==> src/rtl/sub_div_seq_if.sv <==
// Start/busy/done handshake bundle for the sequential divider.
// master drives the request and operands; slave returns status and results.
interface sub_div_seq_if #(
  parameter int WIDTH = 4
);
  logic             start;
  logic [WIDTH-1:0] dividend;
  logic [WIDTH-1:0] divisor;
  logic             busy;
  logic             done;
  logic [WIDTH-1:0] quotient;
  logic [WIDTH-1:0] remainder;
  logic             div_by_zero;

  modport master (
    output start,
    output dividend,
    output divisor,
    input  busy,
    input  done,
    input  quotient,
    input  remainder,
    input  div_by_zero
  );

  modport slave (
    input  start,
    input  dividend,
    input  divisor,
    output busy,
    output done,
    output quotient,
    output remainder,
    output div_by_zero
  );
endinterface

==> src/rtl/sub_div_seq.sv <==
// Sequential unsigned restoring divider, one quotient bit per clock.
// Ports: clk, reset (sync, active-high), bus (slave: start/operands in; busy/done/results out).
module sub_div_seq #(
  parameter int WIDTH = 4
) (
  input  logic         clk,
  input  logic         reset,
  sub_div_seq_if.slave bus
);

  localparam int CW = $clog2(WIDTH + 1);

  typedef enum logic [1:0] {
    S_IDLE,
    S_RUN,
    S_DONE
  } state_t;

  state_t           r_state;
  logic [CW-1:0]    r_cnt;
  logic [WIDTH:0]   r_r;
  logic [WIDTH-1:0] r_q;
  logic [WIDTH-1:0] r_d;
  logic             r_busy;
  logic             r_done;
  logic [WIDTH-1:0] r_quot;
  logic [WIDTH-1:0] r_rem;
  logic             r_dbz;

  logic [WIDTH:0]   w_a;
  logic [WIDTH:0]   w_b;
  logic [WIDTH:0]   w_diff;
  logic [WIDTH+1:0] w_bin;
  logic             w_keep;
  logic [WIDTH:0]   w_r_nxt;
  logic [WIDTH-1:0] w_q_nxt;
  logic             w_last;

  // Partial remainder shifted left, pulling in the next dividend bit.
  assign w_a = {r_r[WIDTH-1:0], r_q[WIDTH-1]};
  assign w_b = {1'b0, r_d};

  // Ripple borrow chain: w_a - w_b over WIDTH+1 bits.
  assign w_bin[0] = 1'b0;

  for (genvar gi = 0; gi <= WIDTH; gi++) begin : g_sub
    assign w_diff[gi] = w_a[gi] ^ w_b[gi] ^ w_bin[gi];
    assign w_bin[gi+1] = (~w_a[gi] & w_b[gi])
                       | (~(w_a[gi] ^ w_b[gi]) & w_bin[gi]);
  end

  // A set top bit would be shifted out above w_a, so the true value
  // would exceed D; subtraction is then always kept.
  assign w_keep  = ~w_bin[WIDTH+1] | r_r[WIDTH];
  assign w_r_nxt = w_keep ? w_diff : w_a;
  assign w_q_nxt = {r_q[WIDTH-2:0], w_keep};
  assign w_last  = (r_cnt == CW'(WIDTH - 1));

  always_ff @(posedge clk) begin
    if (reset) begin
      r_state <= S_IDLE;
      r_cnt   <= '0;
      r_r     <= '0;
      r_q     <= '0;
      r_d     <= '0;
      r_busy  <= 1'b0;
      r_done  <= 1'b0;
      r_quot  <= '0;
      r_rem   <= '0;
      r_dbz   <= 1'b0;
    end else begin
      unique case (r_state)
        S_IDLE: begin
          r_done <= 1'b0;
          if (bus.start) begin
            if (bus.divisor != '0) begin
              r_state <= S_RUN;
              r_busy  <= 1'b1;
              r_d     <= bus.divisor;
              r_q     <= bus.dividend;
              r_r     <= '0;
              r_cnt   <= '0;
            end else begin
              r_state <= S_DONE;
              r_done  <= 1'b1;
              r_quot  <= '1;
              r_rem   <= bus.dividend;
              r_dbz   <= 1'b1;
            end
          end
        end
        S_RUN: begin
          r_r   <= w_r_nxt;
          r_q   <= w_q_nxt;
          r_cnt <= r_cnt + 1'b1;
          if (w_last) begin
            r_state <= S_DONE;
            r_busy  <= 1'b0;
            r_done  <= 1'b1;
            r_quot  <= w_q_nxt;
            r_rem   <= w_r_nxt[WIDTH-1:0];
            r_dbz   <= 1'b0;
          end
        end
        S_DONE: begin
          r_done  <= 1'b0;
          r_state <= S_IDLE;
        end
        default: begin
          r_state <= S_IDLE;
          r_busy  <= 1'b0;
          r_done  <= 1'b0;
        end
      endcase
    end
  end

  assign bus.busy        = r_busy;
  assign bus.done        = r_done;
  assign bus.quotient    = r_quot;
  assign bus.remainder   = r_rem;
  assign bus.div_by_zero = r_dbz;

endmodule

==> src/flat_wrapper.sv <==
// flat-port wrapper written by rule: the top's interface ports become plain ports
module sub_div_seq_flat 
#(
  parameter int WIDTH = 4
)
  (clk, reset, bus_start, bus_dividend, bus_divisor, bus_busy, bus_done, bus_quotient, bus_remainder, bus_div_by_zero);
  sub_div_seq_if #(.WIDTH(WIDTH)) bus_i ();
  input  logic clk;
  input  logic reset;
  input wire logic [$bits(bus_i.start)-1:0] bus_start;
  input wire logic [$bits(bus_i.dividend)-1:0] bus_dividend;
  input wire logic [$bits(bus_i.divisor)-1:0] bus_divisor;
  output wire logic [$bits(bus_i.busy)-1:0] bus_busy;
  output wire logic [$bits(bus_i.done)-1:0] bus_done;
  output wire logic [$bits(bus_i.quotient)-1:0] bus_quotient;
  output wire logic [$bits(bus_i.remainder)-1:0] bus_remainder;
  output wire logic [$bits(bus_i.div_by_zero)-1:0] bus_div_by_zero;
  assign bus_i.start = bus_start;
  assign bus_i.dividend = bus_dividend;
  assign bus_i.divisor = bus_divisor;
  assign bus_busy = bus_i.busy;
  assign bus_done = bus_i.done;
  assign bus_quotient = bus_i.quotient;
  assign bus_remainder = bus_i.remainder;
  assign bus_div_by_zero = bus_i.div_by_zero;
  sub_div_seq #(.WIDTH(WIDTH)) u_core (.clk(clk), .reset(reset), .bus(bus_i));
endmodule
==> config.mk <==
export PLATFORM = sky130hd
export DESIGN_NAME = sub_div_seq_flat
export DESIGN_NICKNAME = d
export VERILOG_FILES = /design/src/rtl/sub_div_seq_if.sv /design/src/rtl/sub_div_seq.sv /design/src/flat_wrapper.sv
export SDC_FILE = /design/constraint.sdc
export NUM_CORES = 1
export LEC_CHECK = 0
export CORE_MARGIN = 2
export CORE_UTILIZATION = 59
export CTS_BUF_LIST = sky130_fd_sc_hd__clkbuf_8
export CTS_CLUSTER_SIZE = 20
export DETAILED_ROUTE_END_ITERATION = 16
export PLACE_DENSITY = 0.87
export SETUP_SLACK_MARGIN = 0.05
export SLEW_MARGIN = 20
export SYNTH_ARGS = -nofsm -noshare
export SYNTH_HDL_FRONTEND = slang
export SYNTH_SLANG_ARGS = --single-unit
==> constraint.sdc <==
create_clock -name clk -period 5.8 [get_ports clk]
set_clock_uncertainty 0.2 [all_clocks]
set_input_delay 0.87 -clock clk [delete_from_list [all_inputs] [get_ports clk]]
set_output_delay 0.87 -clock clk [all_outputs]
set_load 0.01 [all_outputs]
==> results of run 1 <==
[routing by layer]
layer / track usage [%] / wire, µm / vias to the layer above
li1: - / - / 572
met1: 29.9 / 1230 / 565
met3: 9.71 / 169 / 8
met4: 11.1 / 75 / 0
met2: 45.6 / 1540 / 40
met5: 0 / 0 / -
[area by class of cell]
type	count	share of cell area, %
Clock inverter	1	0.298
Multi-Input combinational cell	107	42.7
Timing Repair Buffer	21	12.5
Sequential cell	29	34.6
Inverter	9	2.01
Clock buffer	7	5.74
Tap cell	28	2.09
[placed cells by master (no fill, tap or decap), types with 2 or more instances in the layout]
cell	synthesis	routed
a31oi_1	4	4
o21ai_1	6	6
o221a_1	3	3
dfxtp_1	29	29
a21oi_1	13	13
inv_1	8	8
o21ai_0	3	3
fa_1	3	3
a311oi_2	4	4
nor2_1	15	15
nand2b_1	3	3
and2_1	2	2
nand2_1	27	27
o211ai_1	3	3
ha_1	4	4
clkdlybuf4s50_1	0	21
clkbuf_8	0	7
[power by group through the flow]
| stage | logic, µW | registers (µW) | clock network [µW] |
|---|---|---|---|
| floorplan | 56.5 | 222 | 0 |
| global placement | 74.9 | 223 | 0 |
| detailed placement | 78.6 | 223 | 0 |
| CTS | 79.3 | 219 | 184 |
| global route | 89.0 | 221 | 192 |
| finish | 79.3 | 219 | 181 |
[worst min-delay path, stage by stage, from the launching register on]
cell,delay (ns)
dfxtp_1,0.31
nand2_1,0.05
o21ai_1,0.05
[synthesized netlist by cell type]
cell	n
or4_4	1
a31oi_1	4
o221a_1	3
o21ai_1	6
a311oi_2	4
nand2_1	27
o211ai_1	3
a32o_4	1
o2111ai_1	1
dfxtp_1	29
nor2b_1	1
a21oi_1	13
clkinv_1	1
nand3_2	1
nor2_2	1
o21ai_0	3
ha_1	4
buf_8	1
buf_6	2
nand2b_1	3
nor3b_1	1
a211oi_2	1
inv_1	8
fa_1	3
a21oi_4	1
o21bai_1	1
nor4_2	1
o211a_1	1
o22ai_1	1
and2b_1	1
clkbuf_1	4
and2_1	2
nand2_2	1
mux2_2	1
buf_4	1
nor2_1	15
nand3_1	1
[worst max path at each step]
stage	start	to	slack (ns)	cells past startpoint
floorplan	u_core.r_q[3]$_SDFFE_PP0P_	u_core.bus.remainder[1]$_SDFFE_PP0P_	2.87	13
detailed placement	u_core.r_q[3]$_SDFFE_PP0P_	u_core.bus.remainder[1]$_SDFFE_PP0P_	2.75	12
global placement	u_core.r_q[3]$_SDFFE_PP0P_	u_core.bus.remainder[1]$_SDFFE_PP0P_	2.79	12
global route	u_core.r_q[3]$_SDFFE_PP0P_	u_core.bus.remainder[1]$_SDFFE_PP0P_	2.51	12
finish	u_core.r_q[3]$_SDFFE_PP0P_	u_core.bus.remainder[1]$_SDFFE_PP0P_	2.70	12
CTS	u_core.r_q[3]$_SDFFE_PP0P_	u_core.bus.remainder[1]$_SDFFE_PP0P_	2.72	12
[cells by family after synthesis]
logic type / share of synthesized area [%]
compound gates: 24.0
fa+ha+maj: 7.91
buf+inv: 6.74
flops: 41.7
mux: 0.809
simple gates: 18.8
[stage by stage]
| step | total power [µW] | hold WS (ns) |
|---|---|---|
| after global placement | 298 | 0.238 |
| after CTS | 482 | 0.263 |
| after global routing | 502 | 0.284 |
| after detailed placement | 302 | 0.254 |
| final | 479 | 0.260 |
| after floorplan | 279 | 0.236 |
[sequential cells by signal (all words and copies together) (netlist names)]
register	count
u_core.r_r	5
u_core.bus.div_by_zero	1
u_core.bus.done	1
u_core.bus.quotient	4
u_core.r_d	4
u_core.r_q	4
u_core.r_cnt	3
u_core.bus.busy	1
u_core.bus.remainder	4
u_core.r_state	2
==> impl_metrics.prom, run 1 <==
# TYPE chip_impl_metric gauge
chip_impl_metric{name="io_buffer_count",unit=""} 21
chip_impl_metric{name="global_route_wire_length_before_repair",unit="mm"} 5.15
chip_impl_metric{name="synth_largest_type_area_fraction",unit="%"} 41.7
chip_impl_metric{name="detail_route.iter0.violations",unit=""} 31
chip_impl_info{name="kind_of_start_point_of_the_critical_path",value="register"} 1
chip_impl_metric{name="swShare",unit="%"} 26.9
chip_impl_metric{name="ios",unit=""} 22
chip_impl_metric{name="seq_area_frac_synth",unit="%"} 41.7
chip_impl_metric{name="ff_latch_area",unit="µm²"} 581
chip_impl_info{name="category_of_cells_accounting_for_the_largest_share_of_critical_path_delay",value="adder cells"} 1
chip_impl_metric{name="final_antenna_net_count",unit=""} 0
chip_impl_metric{name="count_of_non_filler_cells_in_the_finished_layout",unit=""} 202
chip_impl_metric{name="std_cell_rows",unit=""} 17
chip_impl_metric{name="path_clk_slew",unit="ns"} 0.05
chip_impl_metric{name="total_negative_slack_for_setup_checks",unit="ns"} 0
chip_impl_info{name="hold-path-endpoint",value="u_core.bus.remainder[1]$_SDFFE_PP0P_"} 1
chip_impl_metric{name="gp_congestion",unit=""} 0.851
chip_impl_metric{name="worstRegToRegCells",unit=""} 12
chip_impl_metric{name="grtUsageTotal",unit="%"} 26.8
chip_impl_info{name="netlist.top_cell.by_area",value="dfxtp_1"} 1
chip_impl_metric{name="post-dp-hpwl",unit="mm"} 2.14
chip_impl_metric{name="fill_cells",unit=""} 170
chip_impl_metric{name="drive_above_1_share",unit="%"} 12.1
chip_impl_info{name="crit_path_cell_trace",value="inv_1 -> ha_1 -> inv_1 -> fa_1 -> inv_1 -> fa_1 -> fa_1 -> ha_1 -> nand2b_1 -> mux2_2 -> o2111ai_1 -> o21ai_1"} 1
chip_impl_metric{name="relSlewSlack",unit="%"} 41.6
chip_impl_metric{name="cts_resized",unit=""} 0
chip_impl_metric{name="path_max_fanout",unit=""} 9
chip_impl_info{name="regToRegStartpoint",value="u_core.r_q[3]$_SDFFE_PP0P_"} 1
chip_impl_info{name="status",value="finished clean"} 1
chip_impl_info{name="rsz0062_at_grt",value="false"} 1
chip_impl_info{name="timing.rr.end",value="u_core.bus.remainder[1]$_SDFFE_PP0P_"} 1
chip_impl_metric{name="pre_cts_slack",unit="ns"} 2.75
chip_impl_info{name="min-delay-path-class",value="register to register"} 1
chip_impl_info{name="worst-setup-path-type",value="register to register"} 1
chip_impl_metric{name="core-area",unit="µm²"} 2210
chip_impl_metric{name="total_of_endpoints_with_negative_setup_slack_in_the_final_report",unit=""} 0
chip_impl_metric{name="cp_num_buf_inv",unit=""} 3
chip_impl_metric{name="max_cap_violations",unit=""} 0
chip_impl_metric{name="syn-cell-area",unit="µm²"} 1390
chip_impl_info{name="cts_tree",value="built"} 1
chip_impl_metric{name="vias_per_cell",unit=""} 5.87
chip_impl_metric{name="drcViolationCount",unit=""} 0
chip_impl_metric{name="totalWireLength",unit="mm"} 3.01
chip_impl_metric{name="power_density",unit="nW/µm²"} 286
chip_impl_metric{name="initial_core_util",unit="%"} 62.9
chip_impl_info{name="min_from",value="u_core.bus.remainder[1]$_SDFFE_PP0P_"} 1
chip_impl_info{name="cp_slowest_cell",value="mux2_2"} 1
chip_impl_metric{name="synthDistinctLibCells",unit=""} 37
chip_impl_metric{name="synth-warning-count",unit=""} 0
chip_impl_metric{name="final_min_period_over_clock_period",unit="%"} 53.4
chip_impl_metric{name="power.static_leakage",unit="µW"} 0.000619
chip_impl_metric{name="post_dp_cell_area",unit="µm²"} 1580
chip_impl_metric{name="synth.avg_cell_area",unit="µm²"} 9.09
chip_impl_metric{name="die_area",unit="µm²"} 2760
chip_impl_metric{name="hold_buffers",unit=""} 0
chip_impl_metric{name="timing.critical_path.arrival",unit="ns"} 3.06
chip_impl_metric{name="nets",unit=""} 191
chip_impl_metric{name="switching_power",unit="µW"} 129
chip_impl_metric{name="timing.hold.worst_path_depth",unit=""} 2
chip_impl_metric{name="finalCriticalPeriod",unit="ns"} 3.10
chip_impl_metric{name="die_h",unit="µm"} 52.6
chip_impl_metric{name="net_count_of_the_mapped_netlist",unit=""} 171
chip_impl_metric{name="finalHoldViolations",unit=""} 0
chip_impl_metric{name="cts_max_path_buffers",unit=""} 2
chip_impl_metric{name="antenna_cells_inserted",unit=""} 0
chip_impl_metric{name="globalRouteOverflowTotal",unit=""} 0
chip_impl_metric{name="critPathRequiredTime",unit="ns"} 5.76
chip_impl_metric{name="drv_slew",unit=""} 0
chip_impl_metric{name="power.internal",unit="µW"} 351
chip_impl_metric{name="postCtsSetupBuffers",unit=""} 0
chip_impl_metric{name="cell_count_after_placement",unit=""} 194
chip_impl_metric{name="final_design_area_no_fill",unit="µm²"} 1680
chip_impl_metric{name="setup_slack",unit="ns"} 2.70
chip_impl_metric{name="sequentialPowerShare",unit="%"} 45.7
chip_impl_metric{name="drtPass1Iterations",unit=""} 4
chip_impl_metric{name="flow.area_growth_from_synthesis",unit="%"} 20.6
chip_impl_metric{name="share_comb_of_total_power",unit="%"} 16.5
chip_impl_metric{name="grt_antenna_before_repair",unit=""} 0
chip_impl_metric{name="clock_power_share",unit="%"} 37.7
chip_impl_metric{name="syn_inst_count",unit=""} 153
chip_impl_metric{name="fmax",unit="GHz"} 0.323
chip_impl_metric{name="routed_length_per_placed_instance",unit="µm"} 14.9
chip_impl_metric{name="insertion_delay",unit="ns"} 0.29
chip_impl_metric{name="r2r_setup_slack",unit="ns"} 2.70
chip_impl_metric{name="grt_max_degree",unit=""} 22
chip_impl_info{name="cts.root.buffer_cell",value="clkbuf_8"} 1
chip_impl_metric{name="fin_util",unit="%"} 75.8
chip_impl_info{name="synthTopCellsByArea",value="dfxtp_1, nand2_1, a21oi_1"} 1
chip_impl_metric{name="multi_input_area",unit="µm²"} 717
chip_impl_metric{name="worstMarginPinSlew",unit="ns"} 0.874
chip_impl_metric{name="clock_sink_count",unit=""} 29
chip_impl_info{name="worst_setup_path_end_kind",value="register"} 1
chip_impl_metric{name="cts_htree_levels",unit=""} 2
chip_impl_metric{name="ys_ff_latch",unit=""} 29
chip_impl_metric{name="vias",unit=""} 1185
chip_impl_metric{name="worst_ir_drop_vdd",unit="mV"} 0.231
chip_impl_metric{name="cts_buffers",unit=""} 5
chip_impl_metric{name="via_count_of_the_first_global_routing_pass",unit=""} 1177
chip_impl_metric{name="die-width",unit="µm"} 52.6
chip_impl_metric{name="critPathMaxStageDelay",unit="ns"} 0.40
Note: power is estimated with default switching activity, not from simulation.
==> run 2: changes to the inputs <==
--- a/config.mk
+++ b/config.mk
@@ -6,11 +6,11 @@
 export NUM_CORES = 1
 export LEC_CHECK = 0
 export CORE_MARGIN = 2
-export CORE_UTILIZATION = 59
+export CORE_UTILIZATION = 49
 export CTS_BUF_LIST = sky130_fd_sc_hd__clkbuf_8
 export CTS_CLUSTER_SIZE = 20
 export DETAILED_ROUTE_END_ITERATION = 16
-export PLACE_DENSITY = 0.87
+export PLACE_DENSITY = 0.77
 export SETUP_SLACK_MARGIN = 0.05
 export SLEW_MARGIN = 20
 export SYNTH_ARGS = -nofsm -noshare
==> constraint.sdc (replaced) <==
create_clock -name clk -period 2.5 [get_ports clk]
set_clock_uncertainty 0.2 [all_clocks]
set_input_delay 0.375 -clock clk [delete_from_list [all_inputs] [get_ports clk]]
set_output_delay 0.375 -clock clk [all_outputs]
set_load 0.01 [all_outputs]
==> impl_metrics.prom, run 2 (synthesis gave the netlist of run 1 again) <==
# TYPE chip_impl_metric gauge
chip_impl_metric{name="drv_slew",unit=""} 0
chip_impl_metric{name="swShare",unit="%"} 29.2
chip_impl_metric{name="ios",unit=""} 22
chip_impl_metric{name="totalWireLength",unit="mm"} 3.16
chip_impl_metric{name="routed_length_per_placed_instance",unit="µm"} 14.9
chip_impl_info{name="rsz0062_at_grt",value="true"} 1
chip_impl_metric{name="grtUsageTotal",unit="%"} 21.4
chip_impl_metric{name="fill_cells",unit=""} 217
chip_impl_metric{name="power.static_leakage",unit="µW"} 0.000656
chip_impl_metric{name="final_min_period_over_clock_period",unit="%"} 107
chip_impl_info{name="topRoutingLayerUsed",value="met4"} 1
chip_impl_metric{name="largest_register_ffs",unit=""} 5
chip_impl_metric{name="via_count_of_the_first_global_routing_pass",unit=""} 1132
chip_impl_metric{name="die_area",unit="µm²"} 3280
chip_impl_info{name="cts_tree",value="built"} 1
chip_impl_metric{name="share_comb_of_total_power",unit="%"} 23.2
chip_impl_info{name="min-delay-path-class",value="register to register"} 1
chip_impl_metric{name="detail_route.iter0.violations",unit=""} 21
chip_impl_metric{name="vias_per_cell",unit=""} 5.50
chip_impl_metric{name="grt_antenna_before_repair",unit=""} 0
chip_impl_metric{name="total_of_endpoints_with_negative_setup_slack_in_the_final_report",unit=""} 8
chip_impl_info{name="min_from",value="u_core.r_r[3]$_SDFFE_PP0P_"} 1
chip_impl_metric{name="gp_congestion",unit=""} 0.804
chip_impl_metric{name="timing.hold.worst_path_depth",unit=""} 2
chip_impl_info{name="cts.root.buffer_cell",value="clkbuf_8"} 1
chip_impl_info{name="crit_path_cell_trace",value="inv_2 -> ha_4 -> inv_2 -> fa_2 -> inv_2 -> fa_2 -> fa_2 -> ha_4 -> nand2b_4 -> mux2_4 -> o2111ai_2 -> o21ai_1"} 1
chip_impl_metric{name="grt_max_degree",unit=""} 21
chip_impl_metric{name="io_buffer_count",unit=""} 21
chip_impl_info{name="kind_of_start_point_of_the_critical_path",value="register"} 1
chip_impl_metric{name="global_route_wire_length_before_repair",unit="mm"} 5.11
chip_impl_info{name="failing_checks",value="negative setup slack"} 1
chip_impl_metric{name="die-width",unit="µm"} 57.3
chip_impl_metric{name="drcViolationCount",unit=""} 0
chip_impl_info{name="worst_setup_path_end_kind",value="register"} 1
chip_impl_info{name="final_common_cell",value="dfxtp_1"} 1
chip_impl_metric{name="initial_core_util",unit="%"} 50.9
chip_impl_metric{name="count_of_non_filler_cells_in_the_finished_layout",unit=""} 212
chip_impl_metric{name="power.internal",unit="µW"} 808
chip_impl_metric{name="final_antenna_net_count",unit=""} 0
chip_impl_metric{name="critPathMaxStageDelay",unit="ns"} 0.37
chip_impl_info{name="top_register",value="u_core.r_r"} 1
chip_impl_metric{name="met3_wirelength",unit="µm"} 144
chip_impl_metric{name="dr_wl_met2",unit="mm"} 1.55
chip_impl_metric{name="path_max_fanout",unit=""} 2
chip_impl_metric{name="wl_met1",unit="mm"} 1.36
chip_impl_metric{name="vias",unit=""} 1166
chip_impl_info{name="hold-path-endpoint",value="u_core.r_r[3]$_SDFFE_PP0P_"} 1
chip_impl_metric{name="cts_max_path_buffers",unit=""} 2
chip_impl_metric{name="fmax",unit="GHz"} 0.374
chip_impl_metric{name="flow.area_growth_from_synthesis",unit="%"} 29.0
chip_impl_metric{name="max_cap_violations",unit=""} 0
chip_impl_metric{name="worst_ir_drop_vdd",unit="mV"} 0.519
chip_impl_metric{name="relSlewSlack",unit="%"} 51.0
chip_impl_metric{name="timing.critical_path.arrival",unit="ns"} 2.64
chip_impl_metric{name="clock_sink_count",unit=""} 29
chip_impl_metric{name="insertion_delay",unit="ns"} 0.29
chip_impl_metric{name="drive_above_1_share",unit="%"} 24.3
chip_impl_metric{name="switching_power",unit="µW"} 333
chip_impl_metric{name="critPathRequiredTime",unit="ns"} 2.47
chip_impl_metric{name="r2r_setup_slack",unit="ns"} -0.17
chip_impl_metric{name="cts_buffers",unit=""} 5
chip_impl_metric{name="post-dp-hpwl",unit="mm"} 2.10
chip_impl_metric{name="finalCriticalPeriod",unit="ns"} 2.67
chip_impl_metric{name="finalHoldViolations",unit=""} 0
chip_impl_info{name="status",value="finished, violations left"} 1
chip_impl_metric{name="setup_slack",unit="ns"} -0.173
chip_impl_metric{name="pre_cts_slack",unit="ns"} -0.189
chip_impl_metric{name="worstRegToRegCells",unit=""} 12
chip_impl_metric{name="drtPass1Iterations",unit=""} 4
chip_impl_metric{name="nets",unit=""} 198
chip_impl_metric{name="worstMarginPinSlew",unit="ns"} 0.735
chip_impl_metric{name="globalRouteOverflowTotal",unit=""} 0
chip_impl_info{name="cp_slowest_cell",value="fa_2"} 1
chip_impl_info{name="timing.rr.end",value="u_core.bus.remainder[1]$_SDFFE_PP0P_"} 1
chip_impl_metric{name="cell_count_after_placement",unit=""} 201
chip_impl_metric{name="die_h",unit="µm"} 57.3
chip_impl_metric{name="fin_util",unit="%"} 65.6
chip_impl_metric{name="path_clk_slew",unit="ns"} 0.06
chip_impl_metric{name="clock_power_share",unit="%"} 32.2
chip_impl_info{name="regToRegStartpoint",value="u_core.r_q[3]$_SDFFE_PP0P_"} 1
chip_impl_metric{name="cts_htree_levels",unit=""} 2
chip_impl_metric{name="antenna_cells_inserted",unit=""} 0
chip_impl_metric{name="std_cell_rows",unit=""} 19
chip_impl_metric{name="core-area",unit="µm²"} 2730
chip_impl_info{name="worst-setup-path-type",value="register to register"} 1
chip_impl_info{name="final_cell_mix",value="dfxtp_1, nand2_1, clkdlybuf4s50_1, nor2_1, a21oi_1"} 1
chip_impl_metric{name="sequentialPowerShare",unit="%"} 44.7
chip_impl_metric{name="power_density",unit="nW/µm²"} 636
run 2: changes by cell type in the layout (fill, tap and decap cells not counted), moves of 3 or more:
cell	delta
buf_4	+5
nand2_1	-4
nand2_2	+4
fa_1	-3
fa_2	+3
inv_2	+3
run 2: worst max path at each step:
stage | cells past startpoint | from | slack, ns | endpoint
after floorplan | 13 | u_core.r_q[3]$_SDFFE_PP0P_ | -0.15 | u_core.bus.remainder[1]$_SDFFE_PP0P_
after global placement | 12 | u_core.r_q[3]$_SDFFE_PP0P_ | -0.08 | u_core.bus.remainder[1]$_SDFFE_PP0P_
after detailed placement | 12 | u_core.r_q[3]$_SDFFE_PP0P_ | -0.19 | u_core.bus.remainder[1]$_SDFFE_PP0P_
after CTS | 12 | u_core.r_q[3]$_SDFFE_PP0P_ | -0.12 | u_core.bus.remainder[1]$_SDFFE_PP0P_
after global routing | 12 | u_core.r_q[3]$_SDFFE_PP0P_ | -0.25 | u_core.bus.remainder[1]$_SDFFE_PP0P_
final | 12 | u_core.r_q[3]$_SDFFE_PP0P_ | -0.17 | u_core.bus.remainder[1]$_SDFFE_PP0P_
run 2: per-layer routing:
layer  vias to the layer above  GRT usage (%)
li1                        584              -
met1                       547           23.9
met2                        25           34.3
met3                        10           8.39
met4                         0           13.3
met5                         -              0
run 2: metrics by stage:
stage	total power, µW	hold WS [ns]	setup TNS (ns)	area [µm²]
2_1_floorplan	660	0.236	-0.176	1410
3_3_place_gp	707	0.252	-0.136	1620
3_5_place_dp	716	0.257	-0.747	1620
4_1_cts	1120	0.266	-0.306	1770
5_1_grt	1200	0.287	-1.61	1790
6_report	1140	0.265	-0.664	1790
run 2: critical path: cells and delay by family, from the launching register on:
kind	cells	cell delay [ns]
compound gates	2	0.26
fa+ha+maj	5	1.24
buf+inv	3	0.13
flops	1	0.33
mux	1	0.31
simple gates	1	0.08
run 2: area by class of cell:
type                       count  area, µm²  share of cell area, %
clock buffer                   5       68.8                   3.84
clock inverter                 3       13.8                  0.767
inverter                       9       33.8                   1.88
multi-input combinational    107        787                   43.9
sequential                    29        582                   32.4
tap                           31       38.8                   2.16
timing repair buffer          28        270                   15.1
run 2: power by group through the flow:
stage                     sequential [µW]  combinational, µW  clock (µW)
after CTS                             509                235         379
after detailed placement              518                198           0
after global routing                  512                289         398
after floorplan                       516                144           0
after global placement                517                190           0
final                                 510                265         367
run 2: timing repair:
action / CTS / global route
endpoints found under the setup margin: 11 / 11
setup buffers: 1 / 2
hold buffers: 0 / 0
resized for setup: 14 / 3
pin swaps: 10 / 7
